## src/rtl/sccb_bus_arbiter_if.sv

```systemverilog
// Requester and transaction-engine signals of the SCCB bus arbiter.
// master = arbiter side, slave = requesters plus engine.
interface sccb_bus_arbiter_if #(
  parameter int unsigned NUM_REQ = 2
);
  logic [NUM_REQ-1:0]    iREQ;
  logic [24*NUM_REQ-1:0] iWDATA;
  logic [NUM_REQ-1:0]    iWR;
  logic [NUM_REQ-1:0]    oGNT;
  logic [NUM_REQ-1:0]    oDONE;
  logic [NUM_REQ-1:0]    oERR;
  logic [7:0]            oRDATA;
  logic                  oBUSY;
  logic                  oENG_GO;
  logic                  oENG_WR;
  logic [23:0]           oENG_WDATA;
  logic                  iENG_END;
  logic                  iENG_ACK;
  logic [7:0]            iENG_RDATA;

  modport master (
    input  iREQ, iWDATA, iWR, iENG_END, iENG_ACK, iENG_RDATA,
    output oGNT, oDONE, oERR, oRDATA, oBUSY, oENG_GO, oENG_WR, oENG_WDATA
  );

  modport slave (
    output iREQ, iWDATA, iWR, iENG_END, iENG_ACK, iENG_RDATA,
    input  oGNT, oDONE, oERR, oRDATA, oBUSY, oENG_GO, oENG_WR, oENG_WDATA
  );
endinterface

```

## src/rtl/sccb_bus_arbiter.sv

```systemverilog
// Round-robin arbiter sharing one SCCB transaction engine, with NACK retry.
// Optional engine watchdog enabled by defining SCCB_ARB_TIMEOUT_EN.
module sccb_bus_arbiter #(
  parameter int unsigned NUM_REQ     = 2,
  parameter int unsigned MAX_RETRY   = 3,
  parameter int unsigned GAP_CYC     = 16,
  parameter int unsigned TIMEOUT_CYC = 2_000_000
) (
  input logic                  iCLK,
  input logic                  iRST,
  sccb_bus_arbiter_if.master   bus
);
  localparam int unsigned PW = (NUM_REQ > 1) ? $clog2(NUM_REQ) : 1;
  localparam int unsigned RW = $clog2(MAX_RETRY + 2);
  localparam int unsigned GW = $clog2(GAP_CYC + 1);

  typedef enum logic [2:0] {StIdle, StLaunch, StWaitEnd, StGap, StResp} state_e;

  state_e               r_state;
  logic [NUM_REQ-1:0]   r_gnt;
  logic [NUM_REQ-1:0]   r_done;
  logic [NUM_REQ-1:0]   r_err;
  logic [7:0]           r_rdata;
  logic                 r_busy;
  logic                 r_go;
  logic                 r_wr;
  logic [23:0]          r_wdata;
  logic [PW-1:0]        r_ptr;
  logic [RW-1:0]        r_retry;
  logic [GW-1:0]        r_gap;

  logic                 w_any;
  logic                 w_grant;
  logic [PW-1:0]        w_sel;
  logic [PW-1:0]        w_ptr_nxt;
  logic [NUM_REQ-1:0]   w_onehot;

`ifdef SCCB_ARB_TIMEOUT_EN
  localparam int unsigned TW = $clog2(TIMEOUT_CYC + 1);
  logic [TW-1:0]        r_to;
  logic                 r_wait_end;
`else
  logic [31:0]          w_unused_to;
  assign w_unused_to = TIMEOUT_CYC;
`endif

  // First requester at or after the RR pointer, wrapping.
  always_comb begin
    w_any = 1'b0;
    w_sel = '0;
    for (int i = 0; i < int'(NUM_REQ); i++) begin
      if (!w_any && bus.iREQ[PW'((int'(r_ptr) + i) % int'(NUM_REQ))]) begin
        w_any = 1'b1;
        w_sel = PW'((int'(r_ptr) + i) % int'(NUM_REQ));
      end
    end
  end

  assign w_ptr_nxt = (w_sel == PW'(NUM_REQ - 1)) ? '0 : w_sel + 1'b1;
  assign w_onehot  = {{(NUM_REQ-1){1'b0}}, 1'b1} << w_sel;

`ifdef SCCB_ARB_TIMEOUT_EN
  // After a timeout the engine may still be busy; hold off new grants.
  assign w_grant = w_any && (!r_wait_end || bus.iENG_END);
`else
  assign w_grant = w_any;
`endif

  always_ff @(posedge iCLK or posedge iRST) begin
    if (iRST) begin
      r_state <= StIdle;
      r_gnt   <= '0;
      r_done  <= '0;
      r_err   <= '0;
      r_rdata <= '0;
      r_busy  <= 1'b0;
      r_go    <= 1'b0;
      r_wr    <= 1'b0;
      r_wdata <= '0;
      r_ptr   <= '0;
      r_retry <= '0;
      r_gap   <= '0;
`ifdef SCCB_ARB_TIMEOUT_EN
      r_to       <= '0;
      r_wait_end <= 1'b0;
`endif
    end else begin
      r_done <= '0;
      r_err  <= '0;
      unique case (r_state)
        StIdle: begin
`ifdef SCCB_ARB_TIMEOUT_EN
          if (bus.iENG_END) r_wait_end <= 1'b0;
          r_to <= '0;
`endif
          if (w_grant) begin
            r_wdata <= bus.iWDATA[24*w_sel +: 24];
            r_wr    <= bus.iWR[w_sel];
            r_gnt   <= w_onehot;
            r_ptr   <= w_ptr_nxt;
            r_busy  <= 1'b1;
            r_state <= StLaunch;
          end
        end
        StLaunch: begin
          r_go <= 1'b1;
          // END low only counts once the engine has seen GO.
          if (r_go && !bus.iENG_END) r_state <= StWaitEnd;
        end
        StWaitEnd: begin
          if (bus.iENG_END) begin
            r_go <= 1'b0;
            if (bus.iENG_ACK && (r_retry < RW'(MAX_RETRY))) begin
              r_retry <= r_retry + 1'b1;
              r_gap   <= '0;
              r_state <= StGap;
            end else begin
              r_done  <= r_gnt;
              r_err   <= bus.iENG_ACK ? r_gnt : '0;
              if (!r_wr) r_rdata <= bus.iENG_RDATA;
              r_state <= StResp;
            end
          end
        end
        StGap: begin
          if (r_gap == GW'(GAP_CYC - 1)) begin
            r_state <= StLaunch;
`ifdef SCCB_ARB_TIMEOUT_EN
            r_to <= '0;
`endif
          end else begin
            r_gap <= r_gap + 1'b1;
          end
        end
        StResp: begin
          r_gnt   <= '0;
          r_retry <= '0;
          r_busy  <= 1'b0;
          r_state <= StIdle;
        end
        default: r_state <= StIdle;
      endcase
`ifdef SCCB_ARB_TIMEOUT_EN
      // Watchdog overrides the case above: abort without retry.
      if ((r_state == StLaunch) || (r_state == StWaitEnd)) begin
        if (r_to == TW'(TIMEOUT_CYC - 1)) begin
          r_go       <= 1'b0;
          r_done     <= r_gnt;
          r_err      <= r_gnt;
          r_wait_end <= 1'b1;
          r_state    <= StResp;
        end else begin
          r_to <= r_to + 1'b1;
        end
      end
`endif
    end
  end

  assign bus.oGNT       = r_gnt;
  assign bus.oDONE      = r_done;
  assign bus.oERR       = r_err;
  assign bus.oRDATA     = r_rdata;
  assign bus.oBUSY      = r_busy;
  assign bus.oENG_GO    = r_go;
  assign bus.oENG_WR    = r_wr;
  assign bus.oENG_WDATA = r_wdata;
endmodule

```

## src/flat_wrapper.sv

```systemverilog
// flat-port wrapper written by rule: the top's interface ports become plain ports
module sccb_bus_arbiter_flat 
#(
  parameter int unsigned NUM_REQ     = 2,
  parameter int unsigned MAX_RETRY   = 3,
  parameter int unsigned GAP_CYC     = 16,
  parameter int unsigned TIMEOUT_CYC = 2_000_000
)
  (iCLK, iRST, bus_iREQ, bus_iWDATA, bus_iWR, bus_iENG_END, bus_iENG_ACK, bus_iENG_RDATA, bus_oGNT, bus_oDONE, bus_oERR, bus_oRDATA, bus_oBUSY, bus_oENG_GO, bus_oENG_WR, bus_oENG_WDATA);
  sccb_bus_arbiter_if #(.NUM_REQ(NUM_REQ)) bus_i ();
  input logic iCLK;
  input logic iRST;
  input wire logic [$bits(bus_i.iREQ)-1:0] bus_iREQ;
  input wire logic [$bits(bus_i.iWDATA)-1:0] bus_iWDATA;
  input wire logic [$bits(bus_i.iWR)-1:0] bus_iWR;
  input wire logic [$bits(bus_i.iENG_END)-1:0] bus_iENG_END;
  input wire logic [$bits(bus_i.iENG_ACK)-1:0] bus_iENG_ACK;
  input wire logic [$bits(bus_i.iENG_RDATA)-1:0] bus_iENG_RDATA;
  output wire logic [$bits(bus_i.oGNT)-1:0] bus_oGNT;
  output wire logic [$bits(bus_i.oDONE)-1:0] bus_oDONE;
  output wire logic [$bits(bus_i.oERR)-1:0] bus_oERR;
  output wire logic [$bits(bus_i.oRDATA)-1:0] bus_oRDATA;
  output wire logic [$bits(bus_i.oBUSY)-1:0] bus_oBUSY;
  output wire logic [$bits(bus_i.oENG_GO)-1:0] bus_oENG_GO;
  output wire logic [$bits(bus_i.oENG_WR)-1:0] bus_oENG_WR;
  output wire logic [$bits(bus_i.oENG_WDATA)-1:0] bus_oENG_WDATA;
  assign bus_i.iREQ = bus_iREQ;
  assign bus_i.iWDATA = bus_iWDATA;
  assign bus_i.iWR = bus_iWR;
  assign bus_i.iENG_END = bus_iENG_END;
  assign bus_i.iENG_ACK = bus_iENG_ACK;
  assign bus_i.iENG_RDATA = bus_iENG_RDATA;
  assign bus_oGNT = bus_i.oGNT;
  assign bus_oDONE = bus_i.oDONE;
  assign bus_oERR = bus_i.oERR;
  assign bus_oRDATA = bus_i.oRDATA;
  assign bus_oBUSY = bus_i.oBUSY;
  assign bus_oENG_GO = bus_i.oENG_GO;
  assign bus_oENG_WR = bus_i.oENG_WR;
  assign bus_oENG_WDATA = bus_i.oENG_WDATA;
  sccb_bus_arbiter #(.NUM_REQ(NUM_REQ), .MAX_RETRY(MAX_RETRY), .GAP_CYC(GAP_CYC), .TIMEOUT_CYC(TIMEOUT_CYC)) u_core (.iCLK(iCLK), .iRST(iRST), .bus(bus_i));
endmodule
```

## config.mk

```make
export PLATFORM = sky130hd
export DESIGN_NAME = sccb_bus_arbiter_flat
export DESIGN_NICKNAME = d
export VERILOG_FILES = /design/src/rtl/sccb_bus_arbiter_if.sv /design/src/rtl/sccb_bus_arbiter.sv /design/src/flat_wrapper.sv
export SDC_FILE = /design/constraint.sdc
export NUM_CORES = 1
export LEC_CHECK = 0
export CORE_MARGIN = 3
export CORE_UTILIZATION = 50
export DETAILED_ROUTE_END_ITERATION = 10
export DONT_BUFFER_PORTS = 1
export GPL_ROUTABILITY_DRIVEN = 0
export HOLD_SLACK_MARGIN = 0.03
export SETUP_SLACK_MARGIN = 0.02
export SYNTH_ARGS = -nofsm -noshare
export SYNTH_HDL_FRONTEND = slang
export SYNTH_SLANG_ARGS = --single-unit
```

## constraint.sdc

```tcl
create_clock -name iCLK -period 1.9 [get_ports iCLK]
set_input_delay 0.095 -clock iCLK [delete_from_list [all_inputs] [get_ports iCLK]]
set_output_delay 0.095 -clock iCLK [all_outputs]
set_load 0.005 [all_outputs]
```

; Yosys cells after proc, flatten, opt, wreduce, memory -nomap -nowiden
; Cells that the tools add are included.
[word_totals]
regBits = 53
word_cells = 90
output_inout_bits = 41
input_bits = 64
[classes]
reduce_logical = 17
add_sub_neg = 4
multipliers = 1
shift = 2
mux = 37
bitwise_logic = 2
n_eq_ne = 11
order_cmp = 4
[ops]
columns = operator, count
row1 = variable part select 48 x 7 -> 24 bit, 1
row2 = two-way mux 3 bit, 7
row3 = two-way mux 2 bit, 8
row4 = two-way mux 5 bit, 3
row5 = two-way mux 1 bit, 13
row6 = one-hot mux 3 bit (4 select lines), 1
row7 = AND reduction 4 bit, 3
row8 = one-hot mux 5 bit (2 select lines), 1
row9 = inequality test 2 x 1 -> 1 bit (second input constant), 4
row10 = nonzero test 2 bit, 4
row11 = equality test 3 x 2 -> 1 bit (second input constant), 2
row12 = less-than comparator 1 x 3 -> 1 bit (second input constant), 2
row13 = one-hot mux 3 bit (2 select lines), 1
row14 = AND reduction 2 bit, 3
row15 = adder 5 x 1 -> 5 bit (second input constant), 1
row16 = equality test 5 x 4 -> 1 bit (second input constant), 1
row17 = inequality test 2 bit (second input constant), 2
row18 = one-hot mux 1 bit (2 select lines), 2
row19 = one-hot mux 2 bit (2 select lines), 1
row20 = adder 3 x 1 -> 3 bit (second input constant), 1
row21 = equality test 3 x 1 -> 1 bit (second input constant), 1
row22 = equality test 3 bit (second input constant), 1
row23 = logical AND 1 bit, 3
row24 = zero test 3 bit, 1
row25 = other kinds (8), 11

; Longest topological paths before layout
; Gate-level depths: netlist of run 1.
[depth]
ltp_word = 10
ltp_mapped = 7

; Least setup slack after synthesis of run 1
; No wires, ideal clock.
[synth_timing]
kind = flip-flop to flip-flop
start = register u_core.r_gap[0]
end = register u_core.r_gap[3]
required_ns = 1.779
setup_time_ns = 0.121
period_less_slack_ns = 1.695
stages_incl_launch_ff = 7
arrival_time_ns = 1.574
path_slack_ns = 0.205
cell_sequence = dfrtp_1 -> ha_1 -> and3_1 -> ha_1 -> nand4b_1 -> a21o_1 -> a22o_1
[synth_via]
elab_chain_len = 3
word_cells_on_any_way = 6
cone_classes = 1 x add/sub / 2 x eq/ne / 2 x mux / 1 x reduce/logical
[synth_rtl]
columns = item, line_no
row1 = "start, declared", sccb_bus_arbiter.sv:30  ; logic [GW-1:0] r_gap;
row2 = "start signal, assigned", sccb_bus_arbiter.sv:132  ; r_gap <= r_gap + 1'b1;
row3 = adder 5 x 1 -> 5 bit / equality test 5 x 4 -> 1 bit (equally long branches), "sccb_bus_arbiter.sv:132, sccb_bus_arbiter.sv:126"
row4 = two-way mux 5 bit / inequality test 2 bit (equally long branches), -
row5 = one-hot mux 5 bit (2 select lines) / AND reduction 4 bit (equally long branches), -
; Several ways; a longest one is shown, not always the timed one. The select of a mux whose other input is x is not followed.
; A chain may end at the register's enable or synchronous reset.

; Final worst setup path of run 1
[layout_timing]
start = register u_core.r_ptr
end = register u_core.r_wdata[3] (netlist: u_core.bus.oENG_WDATA[3])
[layout_via]
elab_chain_len = 4
word_cells_on_any_way = 5
cone_classes = 1 x add/sub / 1 x mul / 1 x shift / 2 x mux
[layout_rtl]
columns = item, line_no
row1 = "start, declared", sccb_bus_arbiter.sv:28  ; logic [PW-1:0] r_ptr;
row2 = "start signal, assigned", sccb_bus_arbiter.sv:100  ; r_ptr <= w_ptr_nxt;
row3 = adder 1 bit / two-way mux 1 bit (equally long branches), "sccb_bus_arbiter.sv:54, sccb_bus_arbiter.sv:52"
row4 = two-way mux 1 bit (*), sccb_bus_arbiter.sv:52  ; if (!w_any && bus.iREQ[PW'((int'(r_ptr) + i) % int'(NUM_REQ))]) begin
row5 = multiplier 2 x 1 -> 3 bit (*), sccb_bus_arbiter.sv:97  ; r_wdata <= bus.iWDATA[24*w_sel +: 24];
row6 = variable part select 48 x 7 -> 24 bit (*), sccb_bus_arbiter.sv:97
row7 = "end signal, assigned", sccb_bus_arbiter.sv:97
row8 = "end, declared", sccb_bus_arbiter.sv:27  ; logic [23:0] r_wdata;
; Mark *: on every way between the ends. The rest lies on a longest branch, timed or not.

==> results by group, run 1 <==
Outcome
  – Outcome: finished clean

Critical path
  – Critical Path Sink Type: flop
  – Worst path slowest cell: dlygate4sd3_1
  – WP data required: 2080 ps
  – CP cell instances: nand2_1, buf_12, mux2i_1, dlygate4sd3_1, a21oi_1
  – Crit path DAT: slightly below 2000 ps
  – Worst Path Buf+Inv: 2
  – CP max stage delay: 590 ps
  – Family with the most delay on the worst path: buffers and inverters
  – CP startpoint kind: flop
  – Critical-path maximum fanout: 25
  – Crit Path Class: flop to flop

Logic synthesis
  – EDFF count, synth: 0
  – Distinct cells, synth: 32
  – Synth Area in Simple Gates: 0.119
  – Ys flop type: dfrtp_1
  – Asr flop ratio synth: 1.00
  – Xor/xnor cell area share of the yosys netlist: 0.00361
  – Mapped Nets: approximately 280
  – Fraction of the mapped netlist area in adder cells: 0.0155
  – Largest family of logic cells by synthesized area: multiplexers
  – Multiplexer share of the synthesized area: 0.149
  – Synth Area in Compound Gates: 0.138
  – Syn avg cell area: ~11 µm²
  – Sequential share of the synthesized area: 0.547
  – Yosys warns: 0
  – Yosys reg bits: 53
  – Synth Instances: between 200 and 250
  – Synth Cell Area: roughly 0.0024 mm²

Route
  – Antenna-violating nets left: 0
  – Detailed-route via count: about 1900
  – Drt pass-1 iters: 4
  – Drt wl/cell: approximately 18 µm
  – DRT iter0 DRCs: roughly 100
  – Final WL: 5990 µm
  – DR vias/cell: between 5 and 6
  – DRC viols: 0

Clock tree
  – CTS buffer count: 5
  – TritonCTS clock tree: done
  – Worst-Skew Late Latency: 300 ps
  – Root buf cell: clkbuf_8
  – Clock sink count: between 50 and 60
  – CTS max path bufs: 2
  – Clock-pin slew on the worst setup and hold paths: around 90 ps
  – H-Tree Depth: 2
  – Setup bufs post-CTS: 0

STA
  – RSZ-0062 raised after global routing: false
  – Final worst clock skew: about 5.4 ps
  – Slew Limit Headroom: 0.573
  – Final period util: 0.946
  – Final worst slack: roughly 100 ps
  – Post-Route Setup TNS: 0 ps
  – Min cycle time layout: roughly 1800 ps
  – Final Hold Fails: 0
  – Max-slew violation count: 0
  – Worst-Margin Slew: ~630 ps
  – Final setup viols: 0
  – Achievable frequency: roughly 0.56 GHz

Pwr
  – Pwr dens: about 1400 mW/mm²
  – Worst VDD drop: 0.000717 V
  – Switching Power: about 1.6 mW
  – Reg power frac: 0.497
  – Total Power: between 4 and 5 mW
  – Clock share of power: 0.147
  – Internal: around 2.7 mW
  – Leakage: 1.45 nW
  – Switching share of power: 0.369
  – Combinational share of power: 0.357

Finish
  – Fraction of layout cells with a size suffix above 1: 0.110
  – ANT cells: 0
  – Sequential Area: approximately 0.0013 mm²
  – Most frequent cells in the layout: dfrtp_1, dlygate4sd3_1, nor2_1
  – Fill cell count: 324
  – P&R area growth vs syn: 29.1%
  – Final net count: between 300 and 400
  – Multi-input logic area: approximately 0.0010 mm²
  – Most common cell after layout, fill and taps aside: dfrtp_1

Global routing
  – Initial antenna violation count: 0
  – First-pass GRT wire length: 8910 µm
  – Overall Global Routing Usage: 0.210
  – Global route overflow: 0
  – Vias in the first global route: between 1500 and 2000
  – Largest net degree at the start of global routing: 56

Floorplanning
  – Die Span Y: 75.6 µm
  – Die ar.: approximately 0.0057 mm²
  – Die width: between 70 and 80 µm
  – FP Rows: 24
  – Starting density of the core: 0.538
  – Core area: 0.00450 mm²
  – I/O pin cnt: roughly 110

Placement
  – Pre-CTS setup slack: 91.6 ps
  – # port buffers: 0
  – HPWL Detailed: ~3800 µm

Job
  – Max Cap Viol: 0

Hold path
  – Worst hold path class: primary input to flop
cell type report:
cell class / instances / share of cell area
Sequential cell: 53 / 0.424
Multi-Input combinational cell: 149 / 0.334
Timing Repair Buffer: 58 / 0.188
Clock buffer: 7 / 0.0276
Tap cell: 52 / 0.0208
Inverter: 5 / 0.00600
power by group through the flow:
stage | clock [mW] | sequential (mW) | combinational, mW
global placement | 0 | 2.11 | 1.21
detailed placement | 0 | 2.13 | 1.31
global route | 0.680 | 2.17 | 1.68
CTS | 0.640 | 2.11 | 1.46
floorplan | 0 | 1.97 | 1.10
finish | 0.621 | 2.11 | 1.51
worst paths after layout:
check | start | endpoint | slack [ps] | cells after the start
max reg2reg | u_core.r_ptr | u_core.bus.oENG_WDATA[3] | 100 | 5
max in group asynchronous | iRST | u_core.r_gap[3] | 1040 | 3
min | bus_iWDATA[41] | u_core.bus.oENG_WDATA[17] | 30 | 2
min reg2reg | u_core.r_ptr | u_core.r_ptr | 520 | 1
max | u_core.r_ptr | u_core.bus.oENG_WDATA[3] | 100 | 5
min in group asynchronous | iRST | u_core.bus.oENG_WDATA[5] | 270 | 2
logic make-up after synthesis:
kind of cell / after synthesis
buf+inv: 15
compound gates: 50
flops: 53
mux: 35
fa+ha+maj: 3
simple gates: 60
xor+xnor: 1
Yosys cell counts, types with 3 or more instances:
cell type | n | area, µm²
nor2_1 | 35 | 131
a22o_1 | 6 | 52.6
buf_2 | 9 | 45.0
ha_1 | 3 | 37.5
nand2_1 | 9 | 33.8
inv_1 | 5 | 18.8
dfrtp_1 | 53 | 1330
o21ai_0 | 4 | 20.0
mux2i_1 | 26 | 260
mux2_2 | 9 | 101
and3_1 | 4 | 25.0
a21oi_1 | 29 | 145
a32o_1 | 3 | 30.0
worst reg2reg max path, stage by stage (launching register included):
cell and delay [ps]:
dfrtp_1 420, nand2_1 120, buf_12 220, mux2i_1 250
dlygate4sd3_1 590, a21oi_1 70
layer usage:
metal | track usage | wire length (µm) | vias to the layer above
li1 | - | - | 872
met2 | 0.359 | 3140 | 85
met4 | 0.0757 | 129 | 0
met3 | 0.0752 | 450 | 11
met1 | 0.243 | 2270 | 905
met5 | 0 | 0 | -
per-stage QoR:
stage	hold slack, ps	cells	cell area, µm²	util
final	33.3	324	3130	0.694
after CTS	31.1	324	3110	0.690
after detailed placement	20.0	266	2510	0.558
after global placement	17.3	266	2510	0.558
after floorplan	247	217	2420	-
after global routing	30.2	324	3130	0.694
state kept, by name, summed over array words and instances (netlist names), 2 cells and up:
register               count
u_core.bus.oDONE           2
u_core.bus.oENG_WDATA     24
u_core.bus.oERR            2
u_core.bus.oGNT            2
u_core.bus.oRDATA          8
u_core.r_gap               5
u_core.r_retry             3
u_core.r_state             3
what timing repair did:
item / CTS / global route
setup endpoints to repair: 0 / 18
endpoints found under the hold margin: 52 / 0
hold buffers: 51 / 0
gates resized for setup: 0 / 6
No activity file was read; power rests on OpenSTA's default activity.
==> inputs of run 2 (changes only) <==
==> constraint.sdc (replaced) <==
create_clock -name iCLK -period 1.9 [get_ports iCLK]
set_input_delay 0.57 -clock iCLK [delete_from_list [all_inputs] [get_ports iCLK]]
set_output_delay 0.57 -clock iCLK [all_outputs]
set_load 0.005 [all_outputs]
==> results by group, run 2 (synthesis gave the netlist of run 1 again) <==
Floorplanning
  – Die Span Y: 75.6 µm (unchanged)
  – I/O pin cnt: 105 (unchanged)
  – Die ar.: 0.00572 mm² (unchanged)
  – Starting density of the core: 0.538 (unchanged)
  – FP Rows: 24 (unchanged)
  – Core area: 0.00450 mm² (unchanged)
  – Die width: 75.6 µm (unchanged)

STA
  – Max-slew violation count: 0 (unchanged)
  – Slew Limit Headroom: 0.598 (+0.0252)
  – Worst-Margin Slew: 597 ps (-37.5 ps)
  – Achievable frequency: 0.565 GHz (+1.5%)
  – RSZ-0062 raised after global routing: false
  – Final Hold Fails: 0 (unchanged)
  – Final worst clock skew: 5.02 ps (-0.368 ps)
  – Final worst slack: 129 ps (+26.9 ps)
  – Post-Route Setup TNS: 0 ps (unchanged)
  – Final period util: 0.932 (-0.0141)
  – Min cycle time layout: 1770 ps (-26.9 ps)
  – Final setup viols: 0 (unchanged)

Critical path
  – Worst r2r dst: u_core.r_gap[3]
  – Critical Path Sink Type: flop
  – CP Launch Point: u_core.r_gap[0]
  – CP cell instances: ha_1, and3_1, ha_2, nand4b_1, a21o_1, a22o_1
  – Crit Path Class: flop to flop
  – Worst R2R Start: u_core.r_gap[0]
  – Worst reg-to-reg setup slack: 130 ps (+30 ps)
  – CP startpoint kind: flop
  – Family with the most delay on the worst path: adder cells
  – CP Capture Point: u_core.r_gap[3]
  – Crit path DAT: 1970 ps (about the same)
  – Critical-path maximum fanout: 8 (-68%)
  – Worst Path Buf+Inv: 0 (-2)
  – CP max stage delay: 430 ps (-160 ps)
  – WP depth: 6 (+1)
  – Worst path slowest cell: dfrtp_1
  – R2R cell count: 6 (+1)
  – WP data required: 2100 ps (+20 ps)

Clock tree
  – TritonCTS clock tree: done
  – Clock-pin slew on the worst setup and hold paths: 90 ps (about the same)
  – H-Tree Depth: 2 (unchanged)
  – CTS max path bufs: 2 (unchanged)
  – Root buf cell: clkbuf_8
  – Clock sink count: 53 (unchanged)
  – Worst-Skew Late Latency: 300 ps (about the same)
  – Setup bufs post-CTS: 0 (unchanged)
  – CTS buffer count: 5 (unchanged)

Finish
  – Core occupancy in the finished layout: 0.588 (-0.107)
  – Most frequent cells in the layout: dfrtp_1, nor2_1, a21oi_1
  – P&R area growth vs syn: 9.19%
  – Max FFs per register: 24 (unchanged)
  – ANT cells: 0 (unchanged)
  – Final net count: 287 (-15%)
  – Most common cell after layout, fill and taps aside: dfrtp_1
  – Final non-filler cell total: 273 (-16%)
  – Fraction of layout cells with a size suffix above 1: 0.136 (+0.0255)

Route
  – Detailed-route via count: 1588 (-15%)
  – Drt wl/cell: 17.5 µm (-5.3%)
  – Drt pass-1 iters: 4 (unchanged)
  – DRT iter0 DRCs: 56 (-46%)
  – Antenna-violating nets left: 0 (unchanged)
  – DRC viols: 0 (unchanged)
  – DR vias/cell: 5.82 (+0.62%)
  – Final WL: 4780 µm (-20%)

Pwr
  – Worst VDD drop: 0.000655 V (-8.6%)
  – Leakage: 1.24 nW (-14%)
  – Total Power: 4.17 mW (-1.7%)
  – Pwr dens: 1570 mW/mm² (+16%)

Global routing
  – Initial antenna violation count: 0 (unchanged)
  – Global route overflow: 0 (unchanged)
  – Largest net degree at the start of global routing: 56 (unchanged)
  – First-pass GRT wire length: 7360 µm (-17%)
  – Vias in the first global route: 1600 (-16%)
  – Overall Global Routing Usage: 0.169 (-0.0409)

Placement
  – # port buffers: 0 (unchanged)
  – Inst Count DP: 265 (-0.38%)
  – HPWL Detailed: 3580 µm (-4.8%)
  – Pre-CTS setup slack: 70.1 ps (-21.5 ps)

Outcome
  – Outcome: finished clean

Job
  – Max Cap Viol: 0 (unchanged)

Hold path
  – Worst hold path class: primary input to asynchronous set/reset pin
[run 2: per-layer routing]
metal | GRT usage | part of all wire
met1 | 0.206 | 0.40
met2 | 0.274 | 0.49
met3 | 0.0660 | 0.095
met4 | 0.0602 | 0.016
met5 | 0 | 0
[run 2: final cells by class]
cell class	instances	area, µm²
fillers	371	1860
flip-flops and latches	53	1330
multi-input cells	149	1040
repair buffers	6	82.6
clock buffers	5	68.8
well taps	52	65.1
clock inverters	3	46.3
inverters	5	18.8
[run 2: worst register-to-register path: stages, from the launching register on]
cell,delay [ps]
dfrtp_1,430
ha_1,240
and3_1,200
ha_2,230
nand4b_1,210
a21o_1,200
a22o_1,170
[run 2: worst min-delay path by stage]
stage | endpoint | depth (start not counted)
floorplan | u_core.bus.oBUSY | 1
global placement | u_core.r_ptr | 1
detailed placement | u_core.r_ptr | 1
CTS | u_core.bus.oENG_WDATA[18] | 2
global route | u_core.bus.oENG_WDATA[18] | 2
finish | u_core.r_retry[2] | 2
[run 2: what timing repair did]
item                                    in CTS  in global routing
endpoints found under the setup margin       0                  2
hold buffers                                 0                  0
gates resized for setup                      0                  1
[run 2: where the power goes]
group          total, mW  switching (mW)  internal (mW)  leakage, nW
registers           2.09           0.478           1.61        0.623
logic               1.32           0.670          0.645        0.566
clock network      0.760           0.366          0.394       0.0543
total               4.17            1.51           2.65         1.24
[run 2: stage by stage]
stage                     cell area, µm²  hold WS, ps
after floorplan                     2420          474
after global placement              2530          509
after detailed placement            2530          510
after CTS                           2640          187
after global routing                2650          187
final                               2650          182
==> inputs of run 3 (changes only) <==
Clock period 1.9 ns to 1.7 ns, I/O delays scaled along.
==> results by group, run 3 (synthesis gave the netlist of run 1 again) <==
Outcome
  – Outcome: finished clean

Placement
  – Inst Count DP: 269 (+1.5%)
  – HPWL Detailed: 3450 µm (-3.5%)
  – # port buffers: 0 (unchanged)

Pwr
  – Pwr dens: 1750 mW/mm² (+11%)
  – Leakage: 1.27 nW (+2.4%)
  – Worst VDD drop: 0.000862 V (+32%)

Route
  – Met2 WL: 2340 µm (-0.13%)
  – DRT iter0 DRCs: 80 (+43%)
  – DRC viols: 0 (unchanged)
  – Post-Route M1 WL: 1990 µm (+5.0%)
  – Antenna-violating nets left: 0 (unchanged)
  – Drt wl/cell: 17.2 µm (-1.6%)
  – Final WL: 4800 µm (+0.54%)
  – Drt pass-1 iters: 5 (+1)
  – Detailed-route via count: 1649 (+3.8%)
  – DR top layer: met4
  – Metal3 WL: 413 µm (-9.2%)
  – DR vias/cell: 5.91 (+1.6%)

Finish
  – ANT cells: 0 (unchanged)
  – Fill cell count: 367 (-1.1%)
  – Core occupancy in the finished layout: 0.604 (+0.0161)
  – Max FFs per register: 24 (unchanged)
  – Most common cell after layout, fill and taps aside: dfrtp_1
  – Fraction of layout cells with a size suffix above 1: 0.167 (+0.0317)
  – Final net count: 293 (+2.1%)
  – P&R area growth vs syn: 12.2%
  – Sequential Area: 0.00133 mm² (unchanged)
  – Multi-input logic area: 0.00106 mm² (+2.2%)
  – Final non-filler cell total: 279 (+2.2%)
  – Most frequent cells in the layout: dfrtp_1, nor2_1, a21oi_1

Clock tree
  – H-Tree Depth: 2 (unchanged)
  – Hold_buf cts: 0 (unchanged)
  – TritonCTS clock tree: done
  – Clock sink count: 53 (unchanged)
  – Worst-Skew Late Latency: 300 ps (about the same)
  – CTS buffer count: 5 (unchanged)
  – Root buf cell: clkbuf_8
  – Clock-pin slew on the worst setup and hold paths: 90 ps (about the same)
  – CTS max path bufs: 2 (unchanged)

Hold path
  – Worst hold path class: primary input to asynchronous set/reset pin

Floorplanning
  – Starting density of the core: 0.538 (unchanged)
  – Die ar.: 0.00572 mm² (unchanged)
  – Die width: 75.6 µm (unchanged)
  – I/O pin cnt: 105 (unchanged)
  – FP Rows: 24 (unchanged)
  – Core area: 0.00450 mm² (unchanged)
  – Die Span Y: 75.6 µm (unchanged)

Critical path
  – WP data required: 1890 ps (-210 ps)
  – Crit Path Class: flop to flop
  – CP max stage delay: 400 ps (-30 ps)
  – Critical Path Sink Type: flop
  – Worst path slowest cell: dfrtp_1
  – CP cell instances: ha_2, and3_4, ha_4, nand4b_1, a21o_1, a22o_1
  – CP startpoint kind: flop
  – Critical-path maximum fanout: 8 (unchanged)
  – Crit path DAT: 1810 ps (-160 ps)

Job
  – Max Cap Viol: 0 (unchanged)

Global routing
  – Largest net degree at the start of global routing: 56 (unchanged)
  – First-pass GRT wire length: 7340 µm (-0.19%)
  – Global route overflow: 0 (unchanged)
  – Initial antenna violation count: 0 (unchanged)
  – Overall Global Routing Usage: 0.170 (+0.000701)
  – Vias in the first global route: 1588 (-0.75%)

STA
  – Hold Slack: 137 ps (-45.1 ps)
  – Final setup viols: 0 (unchanged)
  – Final period util: 0.953 (+0.0210)
  – Worst-Margin Slew: 572 ps (-24.2 ps)
  – Min cycle time layout: 1620 ps (-151 ps)
  – Achievable frequency: 0.617 GHz (+9.3%)
  – Final worst clock skew: 8.41 ps (+3.39 ps)
  – Max-slew violation count: 0 (unchanged)
  – Final Hold Fails: 0 (unchanged)
  – RSZ-0062 raised after global routing: true
  – Slew Limit Headroom: 0.614 (+0.0163)
run 3: layer usage:
metal / up-vias / track usage
met3: 4 / 0.0580
met5: - / 0
li1: 781 / -
met2: 76 / 0.268
met4: 0 / 0.0660
met1: 788 / 0.216
run 3: repair_timing:
item,4_1_cts,5_1_grt
resized for setup,2,2
pin swaps,0,3
setup buffers,0,2
setup endpoints to repair,1,2
run 3: power breakdown:
| group | total (mW) | internal [mW] | leakage, nW | switching, mW |
|---|---|---|---|---|
| logic | 1.57 | 0.791 | 0.592 | 0.780 |
| clock network | 0.863 | 0.480 | 0.0585 | 0.383 |
| registers | 2.33 | 1.80 | 0.623 | 0.532 |
| total | 4.77 | 3.07 | 1.27 | 1.69 |
run 3: worst max-delay path, delay by kind of cell, from the launching register on:
family                     cells  cell delay (ps)
AOI/OAI and AO/OA              2              360
and+or+nand+nor                2              390
DFF                            1              400
adders and majority gates      2              370
run 3: layout make-up:
class                      instances  share of cell area
clock buffer                       7              0.0318
clock inverter                     1              0.0110
inverter                           5             0.00828
multi-input combinational        149               0.390
sequential                        53               0.488
tap                               52              0.0239
timing repair buffer              12              0.0469
run 3: worst paths after layout:
path	slack, ps	cells past startpoint	end	start
hold / removal	140	2	u_core.bus.oENG_WDATA[16]	iRST
max in group asynchronous	1330	2	u_core.r_gap[0]	iRST
setup reg to reg	80	6	u_core.r_gap[3]	u_core.r_gap[1]
min in group iCLK	360	1	u_core.bus.oERR[1]	bus_iENG_ACK
setup / recovery	80	6	u_core.r_gap[3]	u_core.r_gap[1]
hold reg to reg	520	1	u_core.r_ptr	u_core.r_ptr
run 3: through the flow:
stage          cell area (µm²)  setup TNS [ps]  setup WS, ps  power (mW)
2_1_floorplan             2430               0          58.7        3.43
3_3_place_gp              2560               0          43.8        3.79
3_5_place_dp              2560           -14.3         -14.3        3.89
4_1_cts                   2700               0          23.3        4.79
5_1_grt                   2720          -0.143        -0.143        5.13
6_report                  2720               0          79.4        4.77
